File: config.mk
export PLATFORM = sky130hd
export DESIGN_NAME = pipe_skid_reg
export DESIGN_NICKNAME = d
export VERILOG_FILES = /design/src/rtl/pipe_pkg.sv /design/src/rtl/pipe_entry.sv /design/src/rtl/pipe_skid_reg.sv
export SDC_FILE = /design/constraint.sdc
export NUM_CORES = 1
export LEC_CHECK = 0
export BUFFER_PORTS_ARGS = -buffer_cell sky130_fd_sc_hd__buf_2
export CAP_MARGIN = 10
export CORE_MARGIN = 5
export CORE_UTILIZATION = 50
export CTS_CLUSTER_DIAMETER = 120
export DETAILED_ROUTE_END_ITERATION = 12
export PLACE_DENSITY = 0.79
export REMOVE_ABC_BUFFERS = 1
export SLEW_MARGIN = 20
export SYNTH_ARGS = -nofsm -noshare
export SYNTH_HDL_FRONTEND = slang
export SYNTH_SLANG_ARGS = --single-unit
File: constraint.sdc
create_clock -name clk -period 2.05 [get_ports clk]
set_input_delay 0.1025 -clock clk [delete_from_list [all_inputs] [get_ports clk]]
set_output_delay 0.1025 -clock clk [all_outputs]
set_load 0.01 [all_outputs]
File: src/rtl/pipe_pkg.sv
// Shared types and constants for the skid-buffered pipeline stage register.
package pipe_pkg;

  typedef enum logic [1:0] {
    EMPTY,
    ONE,
    TWO
  } skid_state_e;

  localparam int unsigned OCC_W = 2;

  // Replicated across the control field to form a bubble.
  localparam bit CTRL_BUBBLE = 1'b0;

endpackage

File: src/rtl/pipe_entry.sv
// One {valid, data, ctrl} storage entry with clear (flush), load and drop controls.
module pipe_entry
  import pipe_pkg::*;
#(
  parameter int unsigned DATA_W         = 64,
  parameter int unsigned CTRL_W         = 8,
  parameter bit          FLUSH_CLR_DATA = 1'b1
) (
  input  logic              clk,
  input  logic              rstn,
  input  logic              clr,
  input  logic              load,
  input  logic              drop,
  input  logic [DATA_W-1:0] ld_data,
  input  logic [CTRL_W-1:0] ld_ctrl,
  output logic              valid,
  output logic [DATA_W-1:0] data,
  output logic [CTRL_W-1:0] ctrl
);

  // Priority: clear over load over drop; drop keeps payload to avoid toggling.
  always_ff @(posedge clk or negedge rstn) begin
    if (!rstn) begin
      valid <= 1'b0;
      data  <= '0;
      ctrl  <= '0;
    end else if (clr) begin
      valid <= 1'b0;
      ctrl  <= {CTRL_W{CTRL_BUBBLE}};
      if (FLUSH_CLR_DATA) begin
        data <= '0;
      end
    end else if (load) begin
      valid <= 1'b1;
      data  <= ld_data;
      ctrl  <= ld_ctrl;
    end else if (drop) begin
      valid <= 1'b0;
    end
  end

endmodule

File: src/rtl/pipe_skid_reg.sv
// Pipeline stage register with valid/ready handshake, 2-entry skid buffer and flush.
module pipe_skid_reg
  import pipe_pkg::*;
#(
  parameter int unsigned DATA_W         = 64,
  parameter int unsigned CTRL_W         = 8,
  parameter bit          FLUSH_CLR_DATA = 1'b1
) (
  input  logic              clk,
  input  logic              rstn,
  input  logic              flush,
  input  logic              in_valid,
  output logic              in_ready,
  input  logic [DATA_W-1:0] in_data,
  input  logic [CTRL_W-1:0] in_ctrl,
  output logic              out_valid,
  input  logic              out_ready,
  output logic [DATA_W-1:0] out_data,
  output logic [CTRL_W-1:0] out_ctrl,
  output logic [OCC_W-1:0]  occupancy
);

  skid_state_e state_q, state_d;

  logic              main_valid, skid_valid;
  logic [DATA_W-1:0] main_data, skid_data, main_ld_data;
  logic [CTRL_W-1:0] main_ctrl, skid_ctrl, main_ld_ctrl;
  logic              main_load, main_drop, main_from_skid;
  logic              skid_load, skid_drop;
  logic              acc, pop;

  // in_ready comes straight from a flop: no path from out_ready.
  assign in_ready  = ~skid_valid;
  assign acc       = in_valid & in_ready & ~flush;
  assign pop       = main_valid & out_ready;
  assign out_valid = main_valid;
  assign out_data  = main_data;
  assign out_ctrl  = main_valid ? main_ctrl : {CTRL_W{CTRL_BUBBLE}};
  assign occupancy = OCC_W'(main_valid) + OCC_W'(skid_valid);

  always_comb begin
    state_d        = state_q;
    main_load      = 1'b0;
    main_drop      = 1'b0;
    main_from_skid = 1'b0;
    skid_load      = 1'b0;
    skid_drop      = 1'b0;
    if (flush) begin
      state_d = EMPTY;
    end else begin
      case (state_q)
        EMPTY: begin
          if (acc) begin
            main_load = 1'b1;
            state_d   = ONE;
          end
        end
        ONE: begin
          if (acc && pop) begin
            main_load = 1'b1;
          end else if (acc) begin
            skid_load = 1'b1;
            state_d   = TWO;
          end else if (pop) begin
            main_drop = 1'b1;
            state_d   = EMPTY;
          end
        end
        TWO: begin
          if (pop) begin
            main_load      = 1'b1;
            main_from_skid = 1'b1;
            skid_drop      = 1'b1;
            state_d        = ONE;
          end
        end
        default: state_d = EMPTY;
      endcase
    end
  end

  assign main_ld_data = main_from_skid ? skid_data : in_data;
  assign main_ld_ctrl = main_from_skid ? skid_ctrl : in_ctrl;

  always_ff @(posedge clk or negedge rstn) begin
    if (!rstn) begin
      state_q <= EMPTY;
    end else begin
      state_q <= state_d;
    end
  end

  pipe_entry #(
    .DATA_W         (DATA_W),
    .CTRL_W         (CTRL_W),
    .FLUSH_CLR_DATA (FLUSH_CLR_DATA)
  ) u_main (
    .clk     (clk),
    .rstn    (rstn),
    .clr     (flush),
    .load    (main_load),
    .drop    (main_drop),
    .ld_data (main_ld_data),
    .ld_ctrl (main_ld_ctrl),
    .valid   (main_valid),
    .data    (main_data),
    .ctrl    (main_ctrl)
  );

  pipe_entry #(
    .DATA_W         (DATA_W),
    .CTRL_W         (CTRL_W),
    .FLUSH_CLR_DATA (FLUSH_CLR_DATA)
  ) u_skid (
    .clk     (clk),
    .rstn    (rstn),
    .clr     (flush),
    .load    (skid_load),
    .drop    (skid_drop),
    .ld_data (in_data),
    .ld_ctrl (in_ctrl),
    .valid   (skid_valid),
    .data    (skid_data),
    .ctrl    (skid_ctrl)
  );

endmodule

=== After elaboration in Yosys (flattened, before gate mapping) ===
Index checks and enable logic that the tools add are counted.

* Register bits: 148
* Output and inout port bits: 76
* Logic and storage cells: 64

* Add/subtract/negate cells: 1
* Equality and inequality tests: 6
* Muxes and demuxes: 38
* Bitwise gates (word level): 5
* Reductions and logical operators: 7

{| class="wikitable"
|+ Operators by type and width
! operator !! count
|-
| $mux 64 || 5
|-
| $mux 8 || 6
|-
| $mux 1 || 19
|-
| $mux 2 || 6
|-
| $ne 3x3->1 const B || 3
|-
| $pmux 2 s3 || 1
|-
| $reduce_bool 3->1 || 2
|-
| $ne 4x4->1 const B || 1
|-
| $reduce_and 4->1 || 1
|-
| $reduce_bool 2->1 || 2
|-
| $and 1x1->1 || 3
|-
| $pmux 1 s3 || 1
|-
| $add 1x1->2 || 1
|-
| $eq 2x1->1 const B || 1
|-
| $eq 2x2->1 const B || 1
|-
| $logic_not 2->1 || 1
|-
| $not 1->1 || 2
|-
| $logic_and 1x1->1 || 1
|}

=== Longest topological paths before layout ===
Gate-level depths: netlist (run 1).

* Depth in word-level cells: 10
* Gate-level depth with buffers: 6

=== Hierarchy ===
Synthesis (run 1) repeated with hierarchy kept, for this count alone.

* Cells, all modules: 580
* Area, all modules: 7216.9 um^2

{| class="wikitable"
|+ Modules (own cells, without submodules)
! module !! instances !! cells each !! area each (um^2) !! sequential area each (um^2)
|-
| pipe_entry || 2 || 236 || 3025.4 || 1826.8
|-
| pipe_skid_reg || 1 || 108 || 1166.1 || 50.0
|}

=== Worst setup path before layout (run 1) ===
OpenSTA, ideal clock, no wires.

* Path kind: register to register
* Start point: register state_q[1]
* End point: register u_main.ctrl[0]
* Library setup time: 94 ps
* Arrival: 1585 ps
* Required time: 1956 ps
* Setup slack: 371 ps
* Stages on the path, launching flop included: 7
* Path buffers: 3
* Period minus slack after synthesis: 1679 ps
* Path through: dfrtp_1 or3b_1 buf_2 or2_1 buf_6 buf_6 a211oi_1

* Cells in the longest elaborated chain, start to end: 6

{| class="wikitable"
|+ Ends and longest elaborated chain
! item !! RTL line !! RTL
|-
| start, declared || pipe_skid_reg.sv:23 || <nowiki>skid_state_e state_q, state_d;</nowiki>
|-
| start signal, assigned || pipe_skid_reg.sv:89 || <nowiki>state_q <= state_d;</nowiki>
|-
| $eq 2x2->1 || pipe_skid_reg.sv:51 || <nowiki>case (state_q)</nowiki>
|-
| $mux 1 || pipe_skid_reg.sv:51 ||
|-
| $mux 1 || pipe_skid_reg.sv:48 || <nowiki>if (flush) begin</nowiki>
|-
| $mux 8 || pipe_skid_reg.sv:83 || <nowiki>assign main_ld_ctrl = main_from_skid ? skid_ctrl : in_ctrl;</nowiki>
|-
| $mux 8 || pipe_entry.sv:33 || <nowiki>end else if (load) begin</nowiki>
|-
| $mux 8 || pipe_entry.sv:27 || <nowiki>end else if (clr) begin</nowiki>
|-
| end signal, assigned || pipe_entry.sv:29 || <nowiki>ctrl <= {CTRL_W{CTRL_BUBBLE}};</nowiki>
|-
| end signal, assigned || pipe_entry.sv:36 || <nowiki>ctrl <= ld_ctrl;</nowiki>
|-
| end, declared || pipe_entry.sv:18 || <nowiki>output logic [CTRL_W-1:0] ctrl</nowiki>
|}

Parallel ways exist; a longest one is shown, timed or not. The select of a mux whose other input is x is not followed.
A chain may end at the register's enable or synchronous reset.

=== Worst setup path in the final report (run 1) ===
* Start point: register u_skid.valid
* End point: register u_main.data[11]

* Cells in the longest elaborated chain, start to end: 8

{| class="wikitable"
|+ Ends and longest elaborated chain
! item !! RTL line !! RTL
|-
| start, declared || pipe_entry.sv:16 || <nowiki>output logic valid,</nowiki>
|-
| start signal, assigned || pipe_entry.sv:24 || <nowiki>valid <= 1'b0;</nowiki>
|-
| start signal, assigned || pipe_entry.sv:28 || <nowiki>valid <= 1'b0;</nowiki>
|-
| start signal, assigned || pipe_entry.sv:34 || <nowiki>valid <= 1'b1;</nowiki>
|-
| $not 1->1 * || pipe_skid_reg.sv:33 || <nowiki>assign in_ready = ~skid_valid;</nowiki>
|-
| $and 1x1->1 * (2 in series) || pipe_skid_reg.sv:34 || <nowiki>assign acc = in_valid & in_ready & ~flush;</nowiki>
|-
| $logic_and 1x1->1 || pipe_skid_reg.sv:59 || <nowiki>if (acc && pop) begin</nowiki>
|-
| $mux 1 || pipe_skid_reg.sv:59 ||
|-
| $pmux 1 s3 * || pipe_skid_reg.sv:51 ||
|-
| $mux 1 * || pipe_skid_reg.sv:48 ||
|-
| $reduce_bool 2->1 (no line) * || - ||
|-
| end signal, assigned || pipe_entry.sv:35 || <nowiki>data <= ld_data;</nowiki>
|-
| end, declared || pipe_entry.sv:17 || <nowiki>output logic [DATA_W-1:0] data,</nowiki>
|}

Every way passes the cells marked *; elsewhere a longest branch is shown, timed or not.

==> results.md, run 1 <==
* Status: finished clean
* Number of max-cap violations at 0
* Post-synthesis sequential area ratio at 0.506
* Commonest cells after routing, fill and taps aside: buf_2 (150), dfrtp_1 (148), nor2b_1 (76)
* Routed Antenna Nets at 0
* Final setup fails at 0
* Critical path's slowest cell: dfrtp_1
* Cells after DPL at just under 1000
* Post-CTS resize count at 0
* Worst skew pair latency at 0.41 ns
* Vias in the first global route at about 6300
* Max clock buf depth at 2
* Routed via count at a little over 6000
* Fin crit period at about 1.8 ns
* Worst-margin pin slew at about 0.60 ns
* CP max stage delay at 0.41 ns
* Leading cell type in the layout, fill and taps excluded: buf_2
* Max-slew headroom at 0.601
* Startpoint type of the worst setup path: flip-flop
* Share of layout cells above drive strength 1 at 0.310
* Setup_tns at 0 ns
* Number of post-CTS setup repair buffers at 0
* Final wirelength at 19.5 mm
* Synth Cell Area at roughly 0.0073 mm²
* Post-synth cell types at 27
* All-Layer GR Usage at 0.235
* Tcrit/Tclk final at 0.885
* Setup crit end kind: flip-flop
* Final Hold Fails at 0
* Fmax at ~550 MHz
* Crit path kind: flip-flop to flip-flop
* First-pass detailed-route iteration total at 6
* Initial Util at 0.507
* Max-slew violation count at 0
* Cells after Synth at between 600 and 700
* Syn_area_per_cell at 10.7 µm²
* Yosys Warn Count at 0
* Antenna cells at 0
* Hold buffers post-CTS at 73
* Largest net degree at the start of global routing at between 100 and 150
* Crit path DAT at ~2.1 ns
* RSZ-0062 raised after global routing: false
* Leakage at around 4.4 nW
* Die ar. at 0.0171 mm²
* Setup WS post-layout at 0.236 ns
* Drt wl/cell at 18.2 µm
* Global route total overflow at 0
* Detailed Place HPWL at roughly 11 mm
* Initial DRC Count at between 300 and 400
* Crit-path max FO at 40
* Clock Skew at a little over 0.006 ns
* Pre-CTS WS at between 0.2 and 0.3 ns
* Drc violations at 0
* CTS sink cnt at roughly 150
* First-pass GRT wire length at 31.9 mm
* # port buffers at around 150
* Non-filler cells in the finished layout at about 1100
* Fin Hold WS at roughly 0.067 ns
* Worst Path Required at ~2.4 ns
* Row count at 44
* CORE AREA at approximately 0.014 mm²
* Total power divided by cell area at roughly 840 mW/mm²
* Initial antenna violation count at 0
* Fin nets at approximately 950
* Area Overhead vs Synth at 30.4%
* Die width at ~130 µm
* Io pins at roughly 150
* CP Cell Sequence: or3b_4 -> or2_2 -> buf_4 -> a211oi_1
* TritonCTS buffer count at 17
* Die Y at approximately 130 µm
* Worst-path clk slew at about 0.06 ns
* Total power at a little over 8 mW
* HP Class: input port to flip-flop
* Peak VDD IR at between 0.5 and 0.6 mV
* Synth Register Bits at between 100 and 150
* Routed vias/inst at between 5 and 6
* Placer Congestion at roughly 0.76
* Clk root buf: clkbuf_16
* H-tree depth at 4
* CTS tree: done
state kept, by name (all words and copies together) (netlist names):
name,flops
state_q,2
u_main.ctrl,8
u_main.data,64
u_main.valid,1
u_skid.ctrl,8
u_skid.data,64
u_skid.valid,1
critical path, delay by kind of cell (launching register included):
kind,cells,cell delay (ns)
AO/OA/AOI/OAI,1,0.31
flip-flops,1,0.41
buffers and inverters,1,0.28
AND/OR/NAND/NOR,2,0.69
power breakdown:
part,switching [mW],internal (mW)
Clock,1.11,1.85
Combinational,0.930,0.758
Sequential,0.181,3.23
Total,2.22,5.84
per-layer routing:
layer  up-vias  wire length, µm  GRT usage
met5         -                0          0
met4         0              533      0.103
met3        42             1150     0.0512
met2       222             9400      0.372
met1      2990             8400      0.312
li1       2860                -          -
layout make-up:
cell class	count	area, µm²
clock buffer	26	519
clock inverter	4	45.0
fill	1135	4880
inverter	1	3.75
multi-input combinational	462	3290
sequential	148	3700
tap	184	230
timing repair buffer	243	1750
path summary, 6_finish.rpt:
path / start / end / slack [ns] / cells past startpoint
worst max register to register: u_skid.valid / u_main.data[11] / 0.24 / 4
max in group asynchronous: rstn / u_main.data[55] / 1.17 / 3
min in group asynchronous: rstn / u_main.data[50] / 0.23 / 2
worst max-delay path: u_skid.valid / u_main.data[11] / 0.24 / 4
worst min register to register: u_main.data[12] / u_main.data[12] / 0.58 / 2
worst min-delay path: flush / state_q[1] / 0.07 / 3
cell families (layout without fill, tap and decap cells):
kind of cell    count (synthesis)  in the layout  share of synthesized area
compound gates                150            150                      0.153
flops                         148            148                      0.506
fa+ha+maj                       1              1                    0.00171
simple gates                  238            238                      0.179
buf+inv                        73            274                     0.0479
mux                            72             72                      0.111
xor+xnor                        1              1                    0.00120
cell usage after synthesis (all sizes together):
| cell | count | share of area |
|---|---|---|
| a211oi | 72 | 0.074 |
| a21boi | 1 | 0.0010 |
| a21oi | 3 | 0.0021 |
| and2 | 8 | 0.0068 |
| and4b | 1 | 0.0014 |
| buf | 20 | 0.021 |
| clkbuf | 52 | 0.027 |
| dfrtp | 148 | 0.51 |
| ha | 1 | 0.0017 |
| inv | 1 | 0.00051 |
| mux2 | 72 | 0.11 |
| nand3 | 1 | 0.00068 |
| nand3b | 1 | 0.0010 |
| nand4b | 1 | 0.0012 |
| nor2 | 75 | 0.038 |
| nor2b | 76 | 0.065 |
| nor3 | 1 | 0.00068 |
| nor4 | 72 | 0.062 |
| o21bai | 72 | 0.074 |
| o2bb2ai | 1 | 0.0012 |
| o31ai | 1 | 0.0010 |
| or2 | 1 | 0.00086 |
| or3b | 1 | 0.0012 |
| xor2 | 1 | 0.0012 |
metrics by stage:
step,cell area (µm²),utilization
floorplan,6970,-
detailed placement,8250,0.572
CTS,9540,0.661
finish,9540,0.661
global placement,8250,0.572
global route,9540,0.661
Note: power is estimated with default switching activity, not from simulation.
==> run 2: changes to the inputs <==
--- a/config.mk
+++ b/config.mk
@@ -11,7 +11,7 @@
 export CORE_UTILIZATION = 50
 export CTS_CLUSTER_DIAMETER = 120
 export DETAILED_ROUTE_END_ITERATION = 12
-export PLACE_DENSITY = 0.79
+export PLACE_DENSITY = 0.74
 export REMOVE_ABC_BUFFERS = 1
 export SLEW_MARGIN = 20
 export SYNTH_ARGS = -nofsm -noshare
==> run 2 against run 1 <==
Against the previous run:
- worst hold slack improved by 0.030 ns
- die area did not move
- setup slack got worse by 0.036 ns
- combinational power barely moved
- highest routed layer unchanged
- clock-buffer cell count fell by 2
- utilization rose by 0.21 points
==> results.md, run 2 (synthesis gave the netlist of run 1 again) <==
* Detailed Place HPWL at 11.9 mm (was 10.9 mm)
* Status: finished clean (unchanged)
* Setup_tns at 0 ns (unchanged)
* All-Layer GR Usage at 0.244 (was 0.235)
* TritonCTS buffer count at 17 (unchanged)
* Largest regs: u_main.data: 64 flops, u_skid.data: 64 flops (unchanged)
* M1 WL at 8.77 mm (was 8.40 mm)
* Final wirelength at 20.5 mm (was 19.5 mm)
* Crit-path max FO at 50 (was 40)
* RSZ-0062 raised after global routing: false (unchanged)
* Cell area after layout at 0.00957 mm² (was 0.00954 mm²)
* Metal2 WL at 10.2 mm (was 9.40 mm)
* Crit path DAT at 2.15 ns (was 2.12 ns)
* Max clock buf depth at 2 (unchanged)
* Worst reg2reg path depth at 4 (unchanged)
* Initial Util at 0.507 (unchanged)
* CP max stage delay at 0.45 ns (was 0.41 ns)
* First-pass GRT wire length at 33.1 mm (was 31.9 mm)
* CORE AREA at 0.0144 mm² (unchanged)
* Global route total overflow at 0 (unchanged)
* Worst Path Required at 2.35 ns (was 2.36 ns)
* Worst-margin pin slew at 0.642 ns (was 0.598 ns)
* Routed vias/inst at 5.82 (was 5.72)
* Tcrit/Tclk final at 0.903 (was 0.885)
* First-pass detailed-route iteration total at 4 (was 6)
* Max-slew violation count at 0 (unchanged)
* Io pins at 153 (unchanged)
* Max-slew headroom at 0.572 (was 0.601)
* Drt wl/cell at 19.2 µm (was 18.2 µm)
* Fin Hold WS at 0.0974 ns (was 0.0669 ns)
* Uppermost routed layer: met4 (unchanged)
* RR Endpoint: u_main.data[63] (was u_main.data[11])
* Routed via count at 6211 (was 6114)
* Fin crit period at 1.85 ns (was 1.81 ns)
* Initial DRC Count at 420 (was 322)
* Leading cell type in the layout, fill and taps excluded: buf_2 (unchanged)
* # port buffers at 152 (unchanged)
* Clk root buf: clkbuf_16 (unchanged)
* HP Class: input port to flip-flop (unchanged)
* CTS tree: done (unchanged)
* Placer Congestion at 0.754 (was 0.758)
* Share of layout cells above drive strength 1 at 0.309 (was 0.310)
* Initial antenna violation count at 0 (unchanged)
* Fmax at 540 MHz (was 551 MHz)
* Final setup fails at 0 (unchanged)
* Peak VDD IR at 0.579 mV (was 0.542 mV)
* Crit path kind: flip-flop to flip-flop (unchanged)
* Leakage at 4.44 nW (was 4.43 nW)
* Setup crit end kind: flip-flop (unchanged)
* Post-DP Area at 0.00827 mm² (was 0.00825 mm²)
* Worst Hold Launch: flush (unchanged)
* WHS Endpoint: state_q[1] (unchanged)
* Final Hold Fails at 0 (unchanged)
* Number of max-cap violations at 0 (unchanged)
* Largest net degree at the start of global routing at 149 (unchanged)
* CP Cell Sequence: or3b_4 -> or2_2 -> buf_12 -> a211oi_1 (was or3b_4 -> or2_2 -> buf_4 -> a211oi_1)
* R2R setup slack at 0.20 ns (was 0.24 ns)
* Vias in the first global route at 6651 (was 6292)
* Worst-path clk slew at 0.06 ns (about the same)
* Routed Antenna Nets at 0 (unchanged)
* RR Startpoint: state_q[1] (was u_skid.valid)
* Clock Skew at 0.00737 ns (was 0.00608 ns)
* Commonest cells after routing, fill and taps aside: buf_2 (150), dfrtp_1 (148), nor2b_1 (76) (unchanged)
* Worst skew pair latency at 0.41 ns (about the same)
* Post-CTS resize count at 0 (unchanged)
* Hold path depth at 3 (unchanged)
* Die Y at 131 µm (unchanged)
* CTS sink cnt at 148 (unchanged)
* Critical path's slowest cell: dfrtp_1 (unchanged)
* Row count at 44 (unchanged)
* Startpoint type of the worst setup path: flip-flop (unchanged)
* Die ar. at 0.0171 mm² (unchanged)
* H-tree depth at 4 (unchanged)
* Area Overhead vs Synth at 30.8% (was 30.4%)
* Total power divided by cell area at 854 mW/mm² (was 845 mW/mm²)
* Drc violations at 0 (unchanged)
* Die width at 131 µm (unchanged)
* Met3 WL post-DR at 1.19 mm (was 1.15 mm)
* Fin nets at 951 (unchanged)
* Fill cells at 1094 (was 1135)
[run 2: cell count changes in the layout (fill, tap and decap cells not counted)]
cell and change:
buf_4 -2, diode_2 +1, clkbuf_8 -2, bufinv_16 +1, buf_12 +2
[run 2: worst max-delay path: cells and delay by family, from the launching register on]
| kind | cells | cell delay [ns] |
|---|---|---|
| AOI/OAI and AO/OA | 1 | 0.30 |
| and+or+nand+nor | 2 | 0.76 |
| buffers and inverters | 1 | 0.21 |
| DFF | 1 | 0.45 |
[run 2: final cells by class]
type / instances / area, µm² / share of cell area
multi-input combinational: 462 / 3290 / 0.344
sequential: 148 / 3700 / 0.387
clock buffer: 24 / 492 / 0.0514
timing repair buffer: 243 / 1770 / 0.185
clock inverter: 5 / 75.1 / 0.00784
tap: 184 / 230 / 0.0241
antenna: 1 / 2.50 / 0.000261
inverter: 1 / 3.75 / 0.000392
[run 2: timing repair]
item                                   4_1_cts  5_1_grt
hold buffers                                73        0
endpoints found under the hold margin      121        0
setup buffers                                0        0
[run 2: worst max-delay path by stage]
stage                      start  slack [ns]              end  cells past startpoint
finish                state_q[1]        0.20  u_main.data[63]                      4
global placement      state_q[1]        0.34  u_main.data[20]                      4
floorplan           u_main.valid       -4.29   u_main.ctrl[0]                      3
global route          state_q[1]        0.15  u_main.data[56]                      4
CTS                   state_q[1]        0.21  u_main.data[32]                      4
detailed placement    state_q[1]        0.22  u_main.data[32]                      4
[run 2: through the flow]
step                utilization  instances  power (mW)  setup slack [ns]
floorplan                     -        611        4.30             -4.29
global placement          0.573        965        5.00             0.339
detailed placement        0.573        965        5.07             0.221
CTS                       0.663       1067        8.23             0.208
global route              0.663       1067        8.53             0.149
finish                    0.664       1068        8.17             0.200
[run 2: where the power goes]
group | total [mW] | internal [mW] | switching, mW
Clock | 3.03 | 1.90 | 1.13
Combinational | 1.71 | 0.769 | 0.945
Sequential | 3.43 | 3.23 | 0.194
[run 2: per-layer routing]
layer  GRT usage  vias to the layer above
met5           0                        -
met4      0.0907                        0
met3      0.0496                       24
met2       0.408                      215
met1       0.314                     3115
li1            -                     2857
==> run 3: changes to the inputs <==
--- a/config.mk
+++ b/config.mk
@@ -5,6 +5,7 @@
 export SDC_FILE = /design/constraint.sdc
 export NUM_CORES = 1
 export LEC_CHECK = 0
+export ABC_AREA = 1
 export BUFFER_PORTS_ARGS = -buffer_cell sky130_fd_sc_hd__buf_2
 export CAP_MARGIN = 10
 export CORE_MARGIN = 5
==> run 3 against run 2 <==
Against the previous run:
- clock power hardly changed
- sequential power barely moved
- clock skew hardly changed
- synthesized area grew 1.2%
- total power up 0.49%
- utilization down 0.60 points
- cell area down 0.14%
- flip-flop and latch count did not move
- die area increased by 1.1%
- highest routed layer unchanged
==> results.md, run 3 <==
* Final setup fails at 0 (unchanged)
* Grt met2 use at 0.399 (was 0.408)
* Final wirelength at 22.0 mm (was 20.5 mm)
* Non-filler cells in the finished layout at 1325 (was 1068)
* EDFF count, synth at 0 (unchanged)
* Post-CTS resize count at 0 (unchanged)
* Crit path kind: flip-flop to flip-flop (unchanged)
* Routed Antenna Nets at 0 (unchanged)
* Drc violations at 0 (unchanged)
* Commonest register cell after synthesis: dfrtp_1 (unchanged)
* Die Y at 132 µm (was 131 µm)
* Tcrit/Tclk final at 0.835 (was 0.903)
* GRT Max-Usage Layer: met2 (unchanged)
* Share of the synthesized area in the top cell type at 0.500 (was 0.506)
* First-pass detailed-route iteration total at 5 (was 4)
* Leading cell type in the layout, fill and taps excluded: nand2_1 (was buf_2)
* Leakage at 5.40 nW (was 4.44 nW)
* CP Cell Sequence: nand2_1 -> inv_2 -> nand2_2 -> buf_4 -> nand3_1 -> nand2_1 -> nand2_1 -> nand2_1 (was or3b_4 -> or2_2 -> buf_12 -> a211oi_1)
* NetSw at 2.54 mW (was 2.27 mW)
* Vias in the first global route at 7548 (was 6651)
* HP Class: input port to flip-flop (unchanged)
* Commonest cells after routing, fill and taps aside: nand2_1 (312), nand3_1 (292), buf_2 (151) (was buf_2 (150), dfrtp_1 (148), nor2b_1 (76))
* Worst-path clk slew at 0.06 ns (about the same)
* Share of layout cells above drive strength 1 at 0.191 (was 0.309)
* Initial Util at 0.509 (was 0.507)
* Fill cells at 1246 (was 1094)
* Total power divided by cell area at 859 mW/mm² (was 854 mW/mm²)
* CTS sink cnt at 148 (unchanged)
* CTS tree: done (unchanged)
* # port buffers at 152 (unchanged)
* Status: finished clean (unchanged)
* CP max stage delay at 0.56 ns (was 0.45 ns)
* CORE AREA at 0.0145 mm² (was 0.0144 mm²)
* Worst-margin pin slew at 0.837 ns (was 0.642 ns)
* Initial DRC Count at 715 (was 420)
* Most numerous cell in the Yosys netlist: nand2_1 (was dfrtp_1)
* All-Layer GR Usage at 0.255 (was 0.244)
* Crit-path max FO at 60 (was 50)
* Placer Congestion at 0.818 (was 0.754)
* Number of max-cap violations at 0 (unchanged)
* Detailed Place HPWL at 12.0 mm (was 11.9 mm)
* Synth Cell Area at 0.00740 mm² (was 0.00731 mm²)
* Syn_area_per_cell at 7.76 µm² (was 10.7 µm²)
* Area Overhead vs Synth at 29.1% (was 30.8%)
* Post-synth top area cell: dfrtp_1 (unchanged)
* Int Pwr at 5.67 mW (was 5.90 mW)
* Switching portion of total power at 0.309 (was 0.278)
* Worst skew pair latency at 0.42 ns (was 0.41 ns)
* RSZ-0062 raised after global routing: false (unchanged)
* Cells after Synth at 954 (was 683)
* Critical path's slowest cell: buf_4 (was dfrtp_1)
* Synth Register Bits at 148 (unchanged)
* Routed via count at 7584 (was 6211)
* Fin Hold WS at 0.0994 ns (was 0.0974 ns)
* Die width at 132 µm (was 131 µm)
* Io pins at 153 (unchanged)
* Met3 usage at 0.0505 (was 0.0496)
* Post-synth cell types at 16 (was 27)
* Fmax at 584 MHz (was 540 MHz)
* Peak VDD IR at 0.619 mV (was 0.579 mV)
* Yosys Warn Count at 0 (unchanged)
* Fin crit period at 1.71 ns (was 1.85 ns)
* Most used cell along the critical path: nand2_1
* First-pass GRT wire length at 37.4 mm (was 33.1 mm)
* Max clock buf depth at 2 (unchanged)
* Largest net degree at the start of global routing at 147 (was 149)
* Clk root buf: clkbuf_16 (unchanged)
* Worst Path Required at 2.41 ns (was 2.35 ns)
* Drt wl/cell at 16.6 µm (was 19.2 µm)
* Seq pwr share at 0.416 (was 0.419)
* R2R setup slack at 0.34 ns (was 0.20 ns)
* Initial antenna violation count at 1 (was 0)
* Clock power share at 0.373 (was 0.371)
* Cells after DPL at 1219 (was 965)
* Synth async-reset ratio at 1.00 (unchanged)
* Combinational power share at 0.210 (about the same)
* Setup crit end kind: flip-flop (unchanged)
* Crit path DAT at 2.07 ns (was 2.15 ns)
* Die ar. at 0.0173 mm² (was 0.0171 mm²)
* Global route total overflow at 0 (unchanged)
* Met1 Usage GRT at 0.351 (was 0.314)
* Post-synthesis sequential area ratio at 0.500 (was 0.506)
* H-tree depth at 4 (unchanged)
* Largest regs: u_main.data: 64 flops, u_skid.data: 64 flops (unchanged)
* Row count at 44 (unchanged)
* Largest cells by area after synthesis: dfrtp_1 (50%), nand3_1 (20%), nand2_1 (16%), nand4_1 (6.1%), buf_2 (2.8%) (was dfrtp_1 (51%), mux2_2 (11%), a211oi_1 (7.4%), o21bai_1 (7.4%), nor2b_1 (6.5%))
* Max-slew headroom at 0.442 (was 0.572)
* Clock Skew at 0.00736 ns (was 0.00737 ns)
* Final Hold Fails at 0 (unchanged)
* Max-slew violation count at 0 (unchanged)
* Routed vias/inst at 5.72 (was 5.82)
* TritonCTS buffer count at 17 (unchanged)
* Startpoint type of the worst setup path: flip-flop (unchanged)
* Fin nets at 1205 (was 951)
* Most frequent cells after synthesis: nand2_1 (315), nand3_1 (292), dfrtp_1 (148), nand4_1 (72), buf_2 (42) (was dfrtp_1 (148), nor2b_1 (76), nor2_1 (75))
[run 3: final cells by class]
class                   count  area [µm²]  share of cell area
repair buffers            249        1770               0.185
multi-input cells         692        3200               0.334
diodes                      1        2.50            0.000262
clock buffers              24         512              0.0535
inverters                  19        73.8             0.00772
clock inverters             8        72.6             0.00759
flip-flops and latches    148        3700               0.388
well taps                 184         230              0.0241
[run 3: through the flow]
| step | setup TNS (ns) | area (µm²) | utilization | power, mW | worst slack (ns) |
|---|---|---|---|---|---|
| finish | 0 | 9560 | 0.658 | 8.21 | 0.338 |
| global route | 0 | 9560 | 0.658 | 8.57 | 0.142 |
| CTS | 0 | 9550 | 0.657 | 8.25 | 0.329 |
| detailed placement | 0 | 8240 | 0.567 | 5.07 | 0.379 |
| global placement | 0 | 8240 | 0.567 | 5.05 | 0.403 |
| floorplan | -656.74 | 6940 | - | 4.28 | -4.98 |
[run 3: power by group through the flow]
| stage | combinational, mW | sequential, mW | clock, mW |
|---|---|---|---|
| global placement | 1.60 | 3.45 | 0 |
| CTS | 1.73 | 3.41 | 3.10 |
| finish | 1.73 | 3.42 | 3.06 |
| global route | 1.91 | 3.45 | 3.21 |
| floorplan | 0.740 | 3.54 | 0 |
| detailed placement | 1.61 | 3.46 | 0 |
[run 3: final timing paths]
path,start,to,depth (start not counted)
hold / removal,out_ready,state_q[1],4
min in group asynchronous,rstn,u_main.data[10],2
max in group asynchronous,rstn,u_skid.data[49],3
setup reg to reg,u_main.valid,u_main.data[29],8
setup / recovery,u_main.valid,u_main.data[29],8
hold reg to reg,u_skid.data[59],u_skid.data[59],2
[run 3: worst max-delay path: cells and delay by family, from the launching register on]
| kind | cells | cell delay, ns |
|---|---|---|
| flip-flops | 1 | 0.38 |
| buffers and inverters | 2 | 0.65 |
| AND/OR/NAND/NOR | 6 | 0.58 |
[run 3: routing by layer]
metal	up-vias	routed length, µm
met5	-	0
met4	0	538
met3	43	1660
met2	350	10400
met1	3621	9380
li1	3570	-
[run 3: cells by family after synthesis]
kind of cell    Yosys count  share of synthesized area
fa+ha+maj                 1                    0.00169
compound gates            2                    0.00287
buf+inv                 114                     0.0720
simple gates            689                      0.423
flops                   148                      0.500
[run 3: repair_timing]
action	CTS	global route
setup buffers	0	0
hold buffers	73	0
hold endpoints to repair	133	0
